File: config.mk
export PLATFORM = sky130hd
export DESIGN_NAME = pipe_stage_ctrl
export DESIGN_NICKNAME = d
export VERILOG_FILES = /design/src/rtl/pipe_stage_ctrl.sv
export SDC_FILE = /design/constraint.sdc
export NUM_CORES = 1
export LEC_CHECK = 0
export ABC_AREA = 1
export CORE_AREA = 2 2 294 296
export CTS_BUF_LIST = sky130_fd_sc_hd__clkbuf_4
export DETAILED_ROUTE_END_ITERATION = 10
export DIE_AREA = 0 0 296 298
export PLACE_DENSITY = 0.42
export SETUP_SLACK_MARGIN = 0.1
export SLEW_MARGIN = 20
export SYNTH_ARGS = -nofsm -noshare
export SYNTH_HDL_FRONTEND = slang
export SYNTH_SLANG_ARGS = --single-unit
File: constraint.sdc
create_clock -name clk -period 1.9 [get_ports clk]
set_input_delay 0.285 -clock clk [delete_from_list [all_inputs] [get_ports clk]]
set_output_delay 0.285 -clock clk [all_outputs]
set_load 0.02 [all_outputs]
File: src/rtl/pipe_stage_ctrl.sv
// rtl/pipe_stage_ctrl.sv - N-stage valid/allow_in pipeline controller with per-stage bus latches
// Define PIPE_PERF_EN to add saturating retire/stall/flush counters; otherwise the perf ports are 0.
module pipe_stage_ctrl #(
    parameter int STAGES = 5,
    parameter int BUS_W  = 64,
    parameter int PERF_W = 32
) (
    input  logic                        clk,
    input  logic                        reset,
    input  logic                        in_valid,
    input  logic [BUS_W-1:0]            in_bus,
    output logic                        in_ready,
    input  logic [STAGES-1:0]           stage_over,
    input  logic [(STAGES-1)*BUS_W-1:0] stage_bus_next,
    output logic [STAGES-1:0]           stage_valid,
    output logic [STAGES-1:0]           stage_allow_in,
    output logic [STAGES*BUS_W-1:0]     stage_bus,
    output logic                        out_valid,
    input  logic                        out_ready,
    input  logic                        flush,
    input  logic [STAGES-1:0]           flush_mask,
    output logic [PERF_W-1:0]           perf_retire,
    output logic [PERF_W-1:0]           perf_stall,
    output logic [PERF_W-1:0]           perf_flush
);

    logic [STAGES-1:0]       r_valid;
    logic [STAGES*BUS_W-1:0] r_bus;
    logic [STAGES-1:0]       w_ov;
    logic [STAGES-1:0]       w_kill;
    logic [STAGES-1:0]       w_allow;
    logic [STAGES-1:0]       w_take;
    logic [STAGES-1:0]       w_load;
    logic [STAGES*BUS_W-1:0] w_src;

    // Slice 0 is the source entry, slice i is the datapath output of stage i-1.
    assign w_src = {stage_bus_next, in_bus};

    // Allow chain evaluated back-to-front through a local accumulator so the
    // vector never depends on its own bits.
    always_comb begin
        logic w_acc;
        w_ov    = r_valid & stage_over;
        w_kill  = flush ? flush_mask : '0;
        w_allow = '0;
        w_acc   = out_ready;
        for (int i = STAGES - 1; i >= 0; i--) begin
            w_acc      = ~r_valid[i] | (w_ov[i] & w_acc);
            w_allow[i] = w_acc;
        end
    end

    always_comb begin
        w_take    = '0;
        w_load    = '0;
        w_take[0] = in_valid;
        w_load[0] = in_valid & w_allow[0] & ~w_kill[0];
        for (int i = 1; i < STAGES; i++) begin
            w_take[i] = w_ov[i-1] & ~w_kill[i-1];
            w_load[i] = w_ov[i-1] & ~w_kill[i-1] & w_allow[i];
        end
    end

    always_ff @(posedge clk) begin
        if (reset) begin
            r_valid <= '0;
            r_bus   <= '0;
        end else begin
            for (int i = 0; i < STAGES; i++) begin
                if (w_kill[i]) begin
                    r_valid[i] <= 1'b0;
                end else if (w_allow[i]) begin
                    r_valid[i] <= w_take[i];
                end
                if (w_load[i]) begin
                    r_bus[i*BUS_W +: BUS_W] <= w_src[i*BUS_W +: BUS_W];
                end
            end
        end
    end

    assign stage_valid    = r_valid;
    assign stage_allow_in = w_allow;
    assign stage_bus      = r_bus;
    assign in_ready       = w_allow[0] | w_kill[0];
    assign out_valid      = w_ov[STAGES-1] & ~w_kill[STAGES-1];

`ifdef PIPE_PERF_EN
    logic [PERF_W-1:0] r_retire;
    logic [PERF_W-1:0] r_stall;
    logic [PERF_W-1:0] r_flush;
    logic              w_retire;
    logic              w_stall;

    assign w_retire = out_valid & out_ready;
    assign w_stall  = in_valid & ~in_ready;

    // Counters stick at all-ones instead of wrapping.
    always_ff @(posedge clk) begin
        if (reset) begin
            r_retire <= '0;
            r_stall  <= '0;
            r_flush  <= '0;
        end else begin
            if (w_retire && (r_retire != '1)) r_retire <= r_retire + PERF_W'(1);
            if (w_stall && (r_stall != '1))   r_stall  <= r_stall + PERF_W'(1);
            if (flush && (r_flush != '1))     r_flush  <= r_flush + PERF_W'(1);
        end
    end

    assign perf_retire = r_retire;
    assign perf_stall  = r_stall;
    assign perf_flush  = r_flush;
`else
    assign perf_retire = '0;
    assign perf_stall  = '0;
    assign perf_flush  = '0;
`endif

endmodule
==> results of run 1 <==
-- sequential cells by signal, summed over array words and instances (netlist names) --
signal       cells
stage_bus      320
stage_valid      5
-- final cells by class --
type	instances	share of cell area [%]
clock buffers	139	4.275
diodes	8	0.08202
flip-flops and latches	325	26.88
well taps	1144	5.865
repair buffers	1049	39.42
multi-input cells	1092	20.62
inverters	140	2.174
clock inverters	29	0.6818
-- routing by layer --
metal	wire [microns]	vias to the layer above
li1	-	7308
met1	23540	6732
met2	29370	552
met3	5000	102
met4	1704	0
met5	0	-
-- worst reg2reg max path, cell delays in order, from the launching register on --
cell       delay [ps]
dfxtp_2           330
nand2_2            50
inv_2              40
nand2_2            50
nand2_2            50
nand2_2            90
nand2_4            60
nand2_4            60
nand2_4            60
buf_4             130
buf_6             120
buf_8             120
buf_16            130
nand2_8            90
buf_8             140
clkbuf_16         150
nand2_1            50
a21oi_1           110
-- where the power goes --
part           switching, W  total [W]  internal [W]
Combinational       0.00137    0.00292       0.00155
Clock               0.00329    0.00678       0.00350
Sequential         0.000107    0.00712       0.00701
-- worst paths after layout --
check	end	slack [ps]	cells past startpoint
setup / recovery	in_ready	-440	12
hold / removal	stage_bus[303]	120	3
setup reg to reg	stage_bus[108]	-80	17
hold reg to reg	stage_bus[263]	440	2
-- timing repair --
item	CTS	global route
hold endpoints to repair	253	0
buffers inserted	10	7
gates resized for setup	1619	57
pin swaps	8	4
cloned	8	4
endpoints found under the setup margin	450	257
hold buffers	249	0
-- cells in the mapped netlist --
master,count
nand3_1,130
inv_1,138
nand2_4,2
nand2_2,6
buf_2,18
o21ai_0,162
a211oi_1,3
buf_6,11
o21ai_1,30
buf_4,99
buf_1,12
a21oi_1,194
clkbuf_1,82
nand2_1,144
conb_1,1
nor2_1,325
inv_2,2
dfxtp_1,325
-- per-stage QoR --
stage               cell area, sq um  instances  power, W  util [%]
floorplan                      13130       1779  0.008445         -
global placement               21050       3474  0.009738     24.80
detailed placement             21050       3474  0.009749     24.80
CTS                            24070       3908   0.01718     28.36
global route                   24400       3925   0.01785     28.75
finish                         24410       3926   0.01682     28.76
-- placed cells by master, fill, tap and decap left out, drive strengths merged --
cell           instances
buf                  463
clkdlybuf4s50        333
nor2                 325
dfxtp                325
dlygate4sd3          249
a21oi                194
o21ai                192
nand2                152
inv                  144
clkbuf               142
nand3                130
conb                  96
clkinv                23
diode                  8
a211oi                 3
bufinv                 1
clkinvlp               1
clkdlybuf4s15          1
-- logic make-up (layout without fill, tap and decap cells) --
group                  count (synthesis)  after routing  synth area share (%)
and+or+nand+nor                      607            607                 19.35
other                                  1            104               0.02936
DFF                                  325            325                 50.95
buffers and inverters                362           1357                 14.37
AOI/OAI and AO/OA                    389            389                 15.30
==> impl_metrics.ini, run 1 <==
[synthesis]
synth.ff_latch_count = 325
synth_area_leaders = dfxtp_1 51%, nor2_1 9.6%, a21oi_1 7.6%
seq_area_frac_synth_pct = 50.95
syn_area_per_cell_sq_um = 7.584
yosysWarningCount = 0
yosys.area.top_type = dfxtp_1
synth.distinct_cells = 18
synthesis.instances = 1684
yosys.area.top_type_share_pct = 50.95
syn_area_sq_um = 12770

[global_routing]
grtUsageMet3_pct = 4.625
grt_pass1_vias = 14910
grt_antenna_before_repair = 5
global_routing_usage_summed_across_all_routing_layers_pct = 12.81
first_pass_grt_wire_length_microns = 87510
grt_start_max_net_pins = 106
grtUsageMet2_pct = 22.40
gr-total-overflow = 0
met1_usage_pct = 14.08
globalRoute.busiestLayer = met2

[hold_path]
worst_hold_path_type = in -> reg
worstHoldStart = stage_bus_next[239]

[floorplanning]
floorplan.initialDensity_pct = 15.05
core-area_sq_um = 84880
chip_width_microns = 296
die-area_sq_um = 88210
ioPinCount = 763
die_h_microns = 298
num_rows = 107

[routing]
routed_via_density = 3.743
drt_drc_violations_left = 0
detail-route-antenna-nets = 0
detailroute.via_count = 14690
drt_first_pass_iters = 4
drt_wl_total_microns = 59620
detailedRoute.firstIterationViolations = 453
wire_per_inst_microns = 15.18

[setup_path]
timing.critical_path.buf_inv = 3
critical_path.max_stage_delay_ps = 340
end_kind = primary output
crit_slowest_cell = dfxtp_2
worst-path-max-fanout = 3
worstPathCellList = nand2_2 > inv_2 > nand2_2 > nand2_2 > nand2_2 > nand2_4 > nand2_4 > nand2_4 > nand2_4 > buf_6 > nand3_4 > buf_6
arrival_ps = 2060
critPathKind = reg -> out
critPathLaunch = stage_valid[3]
kind_of_cell_adding_the_most_delay_to_the_critical_path = simple AND/OR/NAND/NOR gates
start_kind = flop
critical_path_required_ps = 1620
r2r_start = stage_valid[3]

[sta]
final.period_utilization_pct = 123.2
worst_pin_slew_ps = 872.5
fmax_mhz = 427.2
post-route-min-period_ps = 2341
fin_setup_tns_ps = -4140
final.setup.worst_slack_ps = -441.1
holdWs_ps = 121.8
maxSlewViolCount = 0
rsz0062_at_grt = yes
final_hold_viol_count = 0
worst_slew_margin_rel_pct = 41.83
finalSetupViolations = 68
clock-skew-final_ps = 104.5

[finish]
drive_above_1_share_pct = 25.96
layout.nets = 3040
multi_input_gate_area_in_the_final_layout_sq_um = 5034
fillers = 9240
final-seq-area_sq_um = 6561
layout-area-overhead-vs-synth_pct = 91.11

[place]
io_buffer_count = 666
globalplace.congestion = 0.7877
pre_cts_ws_ps = -627.0
dp.final_hpwl_microns = 42390

[clock_network]
htreeDepth = 3
cts_buffers = 97
cts_tree = done
clock_latency_ps = 880
ctsRootBufferMaster = clkbuf_4
clkSlewWorstSetupHoldPaths_ps = 60
cts.sinks = 325
cts_max_path_buffers = 3

[power_and_ir_drop]
power_per_cell_area_nw_per_um2 = 689.0
peakVddDrop_mv = 0.4052
power_leakage_nw = 10.78

[run]
maxCapViolCount = 0

[outcome]
violations = negative setup slack
run_status = complete, but fails checks
Power figures use the tool's default switching activity.
==> inputs of run 2 (changes only) <==
--- a/config.mk
+++ b/config.mk
@@ -5,11 +5,11 @@
 export SDC_FILE = /design/constraint.sdc
 export NUM_CORES = 1
 export LEC_CHECK = 0
-export ABC_AREA = 1
-export CORE_AREA = 2 2 294 296
+export CORE_AREA = 2 2 295 297
 export CTS_BUF_LIST = sky130_fd_sc_hd__clkbuf_4
 export DETAILED_ROUTE_END_ITERATION = 10
-export DIE_AREA = 0 0 296 298
+export DIE_AREA = 0 0 297 299
+export GPL_TIMING_DRIVEN = 0
 export PLACE_DENSITY = 0.42
 export SETUP_SLACK_MARGIN = 0.1
 export SLEW_MARGIN = 20
==> run 2 against run 1 <==
Compared with the run above:
- the run still ends with negative setup slack left
- critical path depth is 5 lower
- power up 0.60%
- clock power grew 3.5%
- register-to-register slack lost 150 ps
- fmax decreased by 1.9%
- global-route usage up 0.50 points
- synthesized cell count shrank 18%
- synthesized area rose by 0.59%
- sequential power down 1%
- largest cell class unchanged
- largest power group unchanged
- highest routed layer unchanged
==> impl_metrics.ini, run 2 <==
[setup_path]
worst-path-max-fanout = 3
end_kind = primary output
critPathKind = reg -> out
critical_path_required_ps = 1620
start_kind = flop
arrival_ps = 2100

[finish]
commonest_cells_after_routing_fill_and_taps_aside = 332 x clkdlybuf4s50_1, 318 x dfxtp_1, 314 x dlygate4sd3_1
layout_commonest_cell = clkdlybuf4s50_1
layout.nets = 2948
drive_above_1_share_pct = 26.73
fillers = 9230
largest_register_ffs = 320
utilization_pct = 29.79
layout-area-overhead-vs-synth_pct = 99.30

[synthesis]
synth.distinct_cells = 28
post_synthesis_compound_gate_area_fraction_pct = 6.029
synth.ff_latch_count = 325
synthesis.instances = 1382
netlist_top_cells_count = 325 x dfxtp_1, 266 x nand2_1, 192 x mux2i_1
synth-adder-area-share_pct = 0
synth_top_family_by_area = simple AND/OR/NAND/NOR gates
syn_area_sq_um = 12850
syn_area_per_cell_sq_um = 9.295
yosys.area.top_type = dfxtp_1
synth.area.mux_share_pct = 14.96
seq_area_frac_synth_pct = 50.65
synthMostInstantiatedCell = dfxtp_1
postSynth.asyncResetShare_pct = 0
yosysWarningCount = 0
yosys.area.top_type_share_pct = 50.65
synth_area_leaders = dfxtp_1 51%, mux2i_1 15%, nand2_1 7.8%
synth_edf_count = 0
synthFlopType = dfxtp_1
synth-xor-area-share_pct = 0
synth_simple_gate_area_share_pct = 18.39

[sta]
worst_slew_margin_rel_pct = 40.98
post-route-min-period_ps = 2386
finalSetupViolations = 184
final.period_utilization_pct = 125.6
rsz0062_at_grt = yes
fin_setup_tns_ps = -19040
final_hold_viol_count = 0
clock-skew-final_ps = 84.32
maxSlewViolCount = 0
worst_pin_slew_ps = 885.3
holdWs_ps = 114.9
final.setup.worst_slack_ps = -485.7
fmax_mhz = 419.2

[floorplanning]
num_rows = 108
floorplan.initialDensity_pct = 14.95
chip_width_microns = 297
core-area_sq_um = 85940
die_h_microns = 299
die-area_sq_um = 88800
ioPinCount = 763

[run]
maxCapViolCount = 0

[power_and_ir_drop]
peakVddDrop_mv = 0.3719
design_power_total_w = 0.01692
power_per_cell_area_nw_per_um2 = 660.7
power_leakage_nw = 11.33

[place]
io_buffer_count = 664
globalplace.congestion = 0.8341
dp.final_hpwl_microns = 45650

[global_routing]
first_pass_grt_wire_length_microns = 90510
grt_antenna_before_repair = 2
grt_pass1_vias = 14620
global_routing_usage_summed_across_all_routing_layers_pct = 13.31
gr-total-overflow = 0
grt_start_max_net_pins = 15

[clock_network]
cts_max_path_buffers = 3
htreeDepth = 3
cts_buffers = 98
cts_tree = done
clkSlewWorstSetupHoldPaths_ps = 60
ctsRootBufferMaster = clkbuf_4
cts.sinks = 325
clock_latency_ps = 840

[routing]
drt_first_pass_iters = 7
wire_per_inst_microns = 16.31
drt_drc_violations_left = 0
detailroute.via_count = 13790
drt_wl_total_microns = 62780
detail-route-antenna-nets = 0
detailedRoute.firstIterationViolations = 342
routed_via_density = 3.584

[hold_path]
worst_hold_path_type = in -> reg

[outcome]
run_status = complete, but fails checks
violations = negative setup slack
[run 2: path summary, 6_finish.rpt]
check	from	endpoint	slack, ps	cells after the start
worst min register to register	stage_bus[225]	stage_bus[225]	450	2
worst max-delay path	stage_valid[3]	stage_allow_in[1]	-490	7
worst max register to register	stage_valid[3]	stage_bus[34]	-230	10
worst min-delay path	flush	stage_valid[1]	110	4
[run 2: area by class of cell]
cell class | count | area, sq um | share of cell area, %
antenna | 8 | 20.02 | 0.07819
buffer | 187 | 1500 | 5.860
clock buffer | 141 | 1059 | 4.135
clock inverter | 32 | 192.7 | 0.7526
inverter | 2 | 7.507 | 0.02932
multi-input combinational | 962 | 5540 | 21.64
sequential | 325 | 6525 | 25.49
tap | 1155 | 1445 | 5.645
timing repair buffer | 1037 | 9313 | 36.37
[run 2: logic make-up after synthesis]
family / Yosys count
AO/OA/AOI/OAI: 140
buffers and inverters: 190
flip-flops: 325
multiplexers: 192
other: 1
AND/OR/NAND/NOR: 534
[run 2: worst max-delay path, cell delays in order, from the launching register on]
cell	delay, ps
dfxtp_4	390
nand2_4	60
o221ai_4	180
buf_12	160
buf_6	100
nand2_4	40
a21bo_4	210
buf_6	130
[run 2: per-layer routing]
layer  vias to the layer above  routed length (microns)  track usage (%)
met2                       580                    31190            23.41
met1                      6261                    24430            14.58
met4                         0                     2017            4.509
met3                       117                     5151            5.213
li1                       6835                        -                -
met5                         -                        0                0
[run 2: report_power, final]
| group | leakage [nW] | total [W] | switching [W] | internal (W) |
|---|---|---|---|---|
| registers | 2.64 | 0.00703 | 0.0000784 | 0.00695 |
| logic | 7.96 | 0.00286 | 0.00118 | 0.00168 |
| clock network | 0.734 | 0.00702 | 0.00336 | 0.00367 |
[run 2: what timing repair did]
| action | 4_1_cts | 5_1_grt |
|---|---|---|
| pin swaps | 6 | 3 |
| hold buffers | 312 | 2 |
| resized for setup | 1529 | 66 |
| setup endpoints to repair | 618 | 411 |
| hold endpoints to repair | 312 | 2 |
| cloned | 8 | 15 |
| setup buffers | 19 | 17 |
[run 2: through the flow]
step / cells / instance area, sq um / setup WS (ps)
final: 3849 / 25600 / -485.7
after global routing: 3845 / 25590 / -664.5
after CTS: 3808 / 24860 / -675.8
after detailed placement: 3296 / 21300 / -1210
after global placement: 3296 / 21300 / -1303
after floorplan: 1477 / 13200 / 136.5
